### src/rtl/otter_wb_arbiter_pkg.sv
// Shared types for the register-file write arbiter: data width, register address width,
// and the {rd, data} record carried through the long-latency result FIFO.
package otter_wb_arbiter_pkg;

    localparam int XLEN       = 32;
    localparam int REG_ADDR_W = 5;
    localparam int NREGS      = 1 << REG_ADDR_W;

    typedef struct packed {
        logic [REG_ADDR_W-1:0] rd;
        logic [XLEN-1:0]       data;
    } wb_req_t;

    localparam int REQ_W = $bits(wb_req_t);

endpackage

### src/rtl/otter_wb_arbiter_if.sv
// Bundle between the WB stage / LL unit / hazard unit (master) and the write arbiter (slave),
// including the registered write port that feeds otter_rfile.
interface otter_wb_arbiter_if;
    import otter_wb_arbiter_pkg::*;

    logic                  wb_valid;
    logic [REG_ADDR_W-1:0] wb_rd;
    logic [XLEN-1:0]       wb_data;

    logic                  ll_valid;
    logic                  ll_ready;
    logic [REG_ADDR_W-1:0] ll_rd;
    logic [XLEN-1:0]       ll_data;

    logic                  ll_issue_valid;
    logic [REG_ADDR_W-1:0] ll_issue_rd;

    logic                  w_en;
    logic [REG_ADDR_W-1:0] w_addr;
    logic [XLEN-1:0]       w_data;

    logic [NREGS-1:0]      busy;
    logic                  stall_req;
    logic                  err;

    modport master (
        output wb_valid, wb_rd, wb_data,
        output ll_valid, ll_rd, ll_data,
        output ll_issue_valid, ll_issue_rd,
        input  ll_ready, w_en, w_addr, w_data, busy, stall_req, err
    );

    modport slave (
        input  wb_valid, wb_rd, wb_data,
        input  ll_valid, ll_rd, ll_data,
        input  ll_issue_valid, ll_issue_rd,
        output ll_ready, w_en, w_addr, w_data, busy, stall_req, err
    );

endinterface

### src/rtl/otter_wb_arbiter_sync_fifo.sv
// Synchronous FIFO, power-of-2 depth, async active-high reset; read data is the head, no latency.
// Backpressure: push is ignored when full, pop ignored when empty; full/empty come from state only.
module otter_sync_fifo #(
    parameter int WIDTH = 8,
    parameter int DEPTH = 2
) (
    input  logic             clk,
    input  logic             rst,
    input  logic             push_i,
    input  logic [WIDTH-1:0] wdata_i,
    input  logic             pop_i,
    output logic [WIDTH-1:0] rdata_o,
    output logic             full_o,
    output logic             empty_o
);
    localparam int AW = $clog2(DEPTH);

    logic [AW:0]      wptr_q, wptr_d;
    logic [AW:0]      rptr_q, rptr_d;
    logic [WIDTH-1:0] mem_q [DEPTH];
    logic             do_push, do_pop;

    // Extra pointer bit distinguishes full from empty when the indices match.
    assign full_o  = (wptr_q[AW] != rptr_q[AW]) && (wptr_q[AW-1:0] == rptr_q[AW-1:0]);
    assign empty_o = (wptr_q == rptr_q);
    assign rdata_o = mem_q[rptr_q[AW-1:0]];

    assign do_push = push_i && !full_o;
    assign do_pop  = pop_i && !empty_o;

    always_comb begin
        wptr_d = wptr_q;
        rptr_d = rptr_q;
        if (do_push) wptr_d = wptr_q + 1'b1;
        if (do_pop)  rptr_d = rptr_q + 1'b1;
    end

    always_ff @(posedge clk or posedge rst) begin
        if (rst) begin
            wptr_q <= '0;
            rptr_q <= '0;
        end else begin
            wptr_q <= wptr_d;
            rptr_q <= rptr_d;
        end
    end

    always_ff @(posedge clk) begin
        if (do_push) mem_q[wptr_q[AW-1:0]] <= wdata_i;
    end

endmodule

### src/rtl/otter_wb_arbiter.sv
// Register-file write master merging WB-stage writes with FIFO-buffered long-latency results.
// One cycle input-to-w_en; LL side is valid/ready, WB side has none (stall_req asks upstream to hold).
module otter_wb_arbiter
    import otter_wb_arbiter_pkg::*;
#(
    parameter int DEPTH      = 2,
    parameter int STARVE_MAX = 4
) (
    input  logic               clk,
    input  logic               rst,
    otter_wb_arbiter_if.slave  bus
);
    localparam int                CNT_W    = $clog2(STARVE_MAX + 1);
    localparam logic [CNT_W-1:0]  CNT_LAST = CNT_W'(STARVE_MAX - 1);

    wb_req_t               ll_in, head;
    logic                  fifo_full, fifo_empty;
    logic                  push, pop, wb_take, head_lose;

    logic                  w_en_q, w_en_d;
    logic [REG_ADDR_W-1:0] w_addr_q, w_addr_d;
    logic [XLEN-1:0]       w_data_q, w_data_d;
    logic [NREGS-1:0]      busy_q, busy_d;
    logic [CNT_W-1:0]      cnt_q, cnt_d;
    logic                  stall_q, stall_d;
    logic                  err_q, err_d;

    assign ll_in.rd   = bus.ll_rd;
    assign ll_in.data = bus.ll_data;

    otter_sync_fifo #(
        .WIDTH (REQ_W),
        .DEPTH (DEPTH)
    ) u_ll_fifo (
        .clk     (clk),
        .rst     (rst),
        .push_i  (push),
        .wdata_i (ll_in),
        .pop_i   (pop),
        .rdata_o (head),
        .full_o  (fifo_full),
        .empty_o (fifo_empty)
    );

    assign push      = bus.ll_valid && !fifo_full;
    assign wb_take   = bus.wb_valid && !stall_q;
    assign pop       = !fifo_empty && (stall_q || !bus.wb_valid);
    assign head_lose = !fifo_empty && !pop;

    always_comb begin
        w_en_d   = 1'b0;
        w_addr_d = w_addr_q;
        w_data_d = w_data_q;
        if (wb_take) begin
            w_en_d   = (bus.wb_rd != '0);
            w_addr_d = bus.wb_rd;
            w_data_d = bus.wb_data;
        end else if (pop) begin
            w_en_d   = (head.rd != '0);
            w_addr_d = head.rd;
            w_data_d = head.data;
        end
    end

    // Starvation: a stalled head always drains, so stall lasts one cycle per episode.
    always_comb begin
        cnt_d = cnt_q;
        if (fifo_empty || pop) begin
            cnt_d = '0;
        end else if (cnt_q != CNT_LAST) begin
            cnt_d = cnt_q + 1'b1;
        end
        stall_d = head_lose && (stall_q || (cnt_q == CNT_LAST));
        err_d   = err_q || (stall_q && bus.wb_valid);
    end

    // Clear on LL retire first so a same-cycle issue to that rd wins.
    always_comb begin
        busy_d = busy_q;
        if (pop && (head.rd != '0)) busy_d[head.rd] = 1'b0;
        if (bus.ll_issue_valid && (bus.ll_issue_rd != '0)) busy_d[bus.ll_issue_rd] = 1'b1;
        busy_d[0] = 1'b0;
    end

    always_ff @(posedge clk or posedge rst) begin
        if (rst) begin
            w_en_q   <= 1'b0;
            w_addr_q <= '0;
            w_data_q <= '0;
            busy_q   <= '0;
            cnt_q    <= '0;
            stall_q  <= 1'b0;
            err_q    <= 1'b0;
        end else begin
            w_en_q   <= w_en_d;
            w_addr_q <= w_addr_d;
            w_data_q <= w_data_d;
            busy_q   <= busy_d;
            cnt_q    <= cnt_d;
            stall_q  <= stall_d;
            err_q    <= err_d;
        end
    end

    assign bus.ll_ready  = !fifo_full;
    assign bus.w_en      = w_en_q;
    assign bus.w_addr    = w_addr_q;
    assign bus.w_data    = w_data_q;
    assign bus.busy      = busy_q;
    assign bus.stall_req = stall_q;
    assign bus.err       = err_q;

endmodule
### src/flat_wrapper.sv
// flat-port wrapper written by rule: the top's interface ports become plain ports
module otter_wb_arbiter_flat import otter_wb_arbiter_pkg::*;
#(
    parameter int DEPTH      = 2,
    parameter int STARVE_MAX = 4
)
  (clk, rst, bus_wb_valid, bus_wb_rd, bus_wb_data, bus_ll_valid, bus_ll_rd, bus_ll_data, bus_ll_issue_valid, bus_ll_issue_rd, bus_ll_ready, bus_w_en, bus_w_addr, bus_w_data, bus_busy, bus_stall_req, bus_err);
  otter_wb_arbiter_if bus_i ();
  input  logic clk;
  input  logic rst;
  input wire logic [$bits(bus_i.wb_valid)-1:0] bus_wb_valid;
  input wire logic [$bits(bus_i.wb_rd)-1:0] bus_wb_rd;
  input wire logic [$bits(bus_i.wb_data)-1:0] bus_wb_data;
  input wire logic [$bits(bus_i.ll_valid)-1:0] bus_ll_valid;
  input wire logic [$bits(bus_i.ll_rd)-1:0] bus_ll_rd;
  input wire logic [$bits(bus_i.ll_data)-1:0] bus_ll_data;
  input wire logic [$bits(bus_i.ll_issue_valid)-1:0] bus_ll_issue_valid;
  input wire logic [$bits(bus_i.ll_issue_rd)-1:0] bus_ll_issue_rd;
  output wire logic [$bits(bus_i.ll_ready)-1:0] bus_ll_ready;
  output wire logic [$bits(bus_i.w_en)-1:0] bus_w_en;
  output wire logic [$bits(bus_i.w_addr)-1:0] bus_w_addr;
  output wire logic [$bits(bus_i.w_data)-1:0] bus_w_data;
  output wire logic [$bits(bus_i.busy)-1:0] bus_busy;
  output wire logic [$bits(bus_i.stall_req)-1:0] bus_stall_req;
  output wire logic [$bits(bus_i.err)-1:0] bus_err;
  assign bus_i.wb_valid = bus_wb_valid;
  assign bus_i.wb_rd = bus_wb_rd;
  assign bus_i.wb_data = bus_wb_data;
  assign bus_i.ll_valid = bus_ll_valid;
  assign bus_i.ll_rd = bus_ll_rd;
  assign bus_i.ll_data = bus_ll_data;
  assign bus_i.ll_issue_valid = bus_ll_issue_valid;
  assign bus_i.ll_issue_rd = bus_ll_issue_rd;
  assign bus_ll_ready = bus_i.ll_ready;
  assign bus_w_en = bus_i.w_en;
  assign bus_w_addr = bus_i.w_addr;
  assign bus_w_data = bus_i.w_data;
  assign bus_busy = bus_i.busy;
  assign bus_stall_req = bus_i.stall_req;
  assign bus_err = bus_i.err;
  otter_wb_arbiter #(.DEPTH(DEPTH), .STARVE_MAX(STARVE_MAX)) u_core (.clk(clk), .rst(rst), .bus(bus_i));
endmodule
### config.mk
export PLATFORM = sky130hd
export DESIGN_NAME = otter_wb_arbiter_flat
export DESIGN_NICKNAME = d
export VERILOG_FILES = /design/src/rtl/otter_wb_arbiter_pkg.sv /design/src/rtl/otter_wb_arbiter_if.sv /design/src/rtl/otter_wb_arbiter_sync_fifo.sv /design/src/rtl/otter_wb_arbiter.sv /design/src/flat_wrapper.sv
export SDC_FILE = /design/constraint.sdc
export NUM_CORES = 1
export LEC_CHECK = 0
export CAP_MARGIN = 20
export CORE_UTILIZATION = 35
export CTS_CLUSTER_DIAMETER = 100
export DETAILED_ROUTE_END_ITERATION = 6
export PLACE_DENSITY_LB_ADDON = 0.25
export SLEW_MARGIN = 15
export SYNTH_ARGS = -nofsm -noshare
export SYNTH_HDL_FRONTEND = slang
export SYNTH_SLANG_ARGS = --single-unit
export TNS_END_PERCENT = 50
### constraint.sdc
create_clock -name clk -period 3.55 [get_ports clk]
set_clock_uncertainty 0.15 [all_clocks]
set_input_delay 0.71 -clock clk [delete_from_list [all_inputs] [get_ports clk]]
set_output_delay 0.71 -clock clk [all_outputs]
set_load 0.005 [all_outputs]
==> results.tsv <==
stage	metric	value	unit
final_layout	NumNets Final	766	
placement	Placed Area	0.00824	mm²
route	Routed wire per std cell	17.7	µm
floorplan	Rows	49	
timing	final setup violation count	0	
placement	Post-DP HPWL	11300	µm
yosys	ys flop type	dfrtp_1	
timing	setup TNS	0	ps
timing	minimum clock period	2760	ps
final_layout	area added between synthesis and finish	37.5	%
setup_path	Reg2Reg Depth	5	
route	WL final	16300	µm
clock_network	Root Buffer Master	clkbuf_16	
clock_network	clock-pin slew on the worst setup and hold paths	60	ps
yosys	Synth area leader	edfxtp_1	
yosys	Syn Area/Cell	12.2	µm²
yosys	Post-synth EDFFs	74	
global_routing	total gr overflow	0	
global_routing	initial antenna violation count	0	
setup_path	crit path capture type	primary output	
clock_network	clock sinks	152	
yosys	ys async rst share	51.3	%
yosys	most frequent cell after synthesis	o21ai_0	
global_routing	vias in the first global route	4683	
global_routing	pin count of the biggest net entering global routing	55	
global_routing	global-route wire length before repair	25100	µm
placement	Placer Congestion	0.855	
final_layout	fraction of layout cells with a size suffix above 1	7.50	%
setup_path	Worst EP required	2690	ps
floorplan	Die H	138	µm
final_layout	Non-Filler Cell Area, Final	0.00883	mm²
yosys	post-synthesis sequential area ratio	64.9	%
clock_network	Resize count post-CTS	0	
setup_path	startpoint types	flip-flop	
floorplan	I/O Pins	157	
setup_path	critical path's top delay family	flip-flops	
timing	Tcrit/Tclk final	77.8	%
yosys	register bit total from synthesis	152	
placement	Placed Cells	890	
power	Power Density	907	mW/mm²
clock_network	Inserted Clock Buffers	17	
yosys	Yosys Warn Count	0	
placement	port bufs	155	
route	DR vias	4702	
yosys	Netlist cell types	42	
setup_path	CP Depth	3	
setup_path	slowest stage delay, CP	630	ps
clock_network	Clk Latency, worst-skew pair	420	ps
route	DRC Markers	0	
route	remaining antenna violation count after routing	0	
floorplan	die width	138	µm
timing	Slew Limit Fails	0	
yosys	largest cells by area after synthesis	edfxtp_1 (35%), dfrtp_1 (30%), o21ai_0 (9.9%), mux2i_1 (6.1%), nand2_1 (3.6%)	
clock_network	post-CTS setup buffers	0	
final_layout	Post-Layout Cell Count	922	
setup_path	crit-path max FO	14	
setup_path	CP bufs+invs	1	
floorplan	Initial Util	35.8	%
timing	fmax	0.362	GHz
setup_path	crit-path cells	xor2_4 -> nand2b_1 -> clkdlybuf4s50_1	
power	Leak	3.35	nW
yosys	top cell type's share of synthesized area	34.6	%
status	outcome	completed	
floorplan	full die area	0.0189	mm²
timing	final hold viol count	0	
final_layout	antenna cell count	0	
clock_network	CTS tree	yes	
clock_network	Clock Path Buffers	2	
timing	Worst Max-Slew Pin Slew	741	ps
setup_path	critical path arrival	1900	ps
floorplan	Core Region	0.0180	mm²
setup_path	CP max stage cell	dfrtp_2	
setup_path	crit path kind	reg2out	
yosys	Mapped Nets	614	
worst_hold_path	hold depth	1	
run	max-cap violations	0	
power	peak supply drop	0.000395	V
timing	unrepaired setup endpoints after global routing	no	
route	Via density	5.10	
clock_network	hold-fix buffers at CTS	0	
route	Pre-Repair DR Iteration Count	5	
yosys	Synth top cells by count	o21ai_0 (127), dfrtp_1 (78), edfxtp_1 (74)	
yosys	Post-Syn Instances	528	
yosys	Syn Std Cell Area	0.00643	mm²
route	Iteration-0 DRC Markers	212	
global_routing	GRT Total Usage	18.1	%
timing	relative slew slack	50.6	%
worst_hold_path	min-delay worst type	reg2reg	
clock_network	CTS H-tree depth	4	
==> worst paths after layout <==
kind                            slack (ps)                       start               endpoint
worst min register to register         320              u_core.bus.err         u_core.bus.err
worst max register to register        1120  u_core.u_ll_fifo.rptr_q[0]     u_core.bus.busy[6]
min in group asynchronous              580                         rst   u_core.bus.w_addr[0]
max in group asynchronous             2020                         rst  u_core.bus.w_data[23]
worst max-delay path                   790  u_core.u_ll_fifo.rptr_q[0]           bus_ll_ready
worst min-delay path                   320              u_core.bus.err         u_core.bus.err
==> sequential cells by signal, summed over array words and instances, names as in the netlist <==
signal                   count
u_core.bus.busy             31
u_core.bus.err               1
u_core.bus.stall_req         1
u_core.bus.w_addr            5
u_core.bus.w_data           32
u_core.bus.w_en              1
u_core.cnt_q                 3
u_core.u_ll_fifo.mem_q      74
u_core.u_ll_fifo.rptr_q      2
u_core.u_ll_fifo.wptr_q      2
==> where the power goes <==
part / internal [mW] / switching (mW)
Sequential: 2.60 / 0.401
Combinational: 1.50 / 1.71
Clock: 1.13 / 0.675
Total: 5.23 / 2.79
==> layout make-up <==
cell class | count | area, µm²
well taps | 229 | 287
multi-input cells | 341 | 2100
fillers | 1596 | 9130
flip-flops and latches | 152 | 4180
inverters | 3 | 12.5
repair buffers | 165 | 1660
clock buffers | 24 | 504
clock inverters | 8 | 92.6
==> cell families after synthesis <==
group | count (synthesis) | synth area share (%)
simple gates | 113 | 7.90
xor+xnor | 7 | 1.07
other cells | 1 | 0.0583
flops | 152 | 64.9
mux | 41 | 6.42
fa+ha+maj | 2 | 0.389
buf+inv | 35 | 3.11
compound gates | 177 | 16.1
==> placed cells by master, fill, tap and decap left out, types with 6 or more instances in the layout <==
cell type / n
clkdlybuf4s50_1: 155
o21ai_0: 127
dfrtp_1: 77
edfxtp_1: 74
nand2_1: 62
mux2i_1: 39
clkbuf_16: 19
o21ai_1: 15
nor2_1: 15
o31ai_1: 13
nor2b_1: 10
buf_4: 7
nand2b_1: 6
nand3_1: 6
clkinv_2: 6
==> through the flow <==
step	util (%)	setup slack, ps	total power [mW]	hold slack, ps
3_5_place_dp	45.9	940	6.27	303
4_1_cts	49.2	745	8.11	319
2_1_floorplan	-	426	4.71	301
5_1_grt	49.2	687	8.57	345
6_report	49.2	789	8.02	318
3_3_place_gp	45.9	1010	6.19	293
==> per-layer routing <==
layer | wire (µm) | up-vias | GRT usage [%]
li1 | - | 2227 | -
met1 | 7030 | 2299 | 22.3
met2 | 8100 | 162 | 30.2
met3 | 1020 | 14 | 5.45
met4 | 181 | 0 | 6.29
met5 | 0 | - | 0
Power figures use the tool's default switching activity.
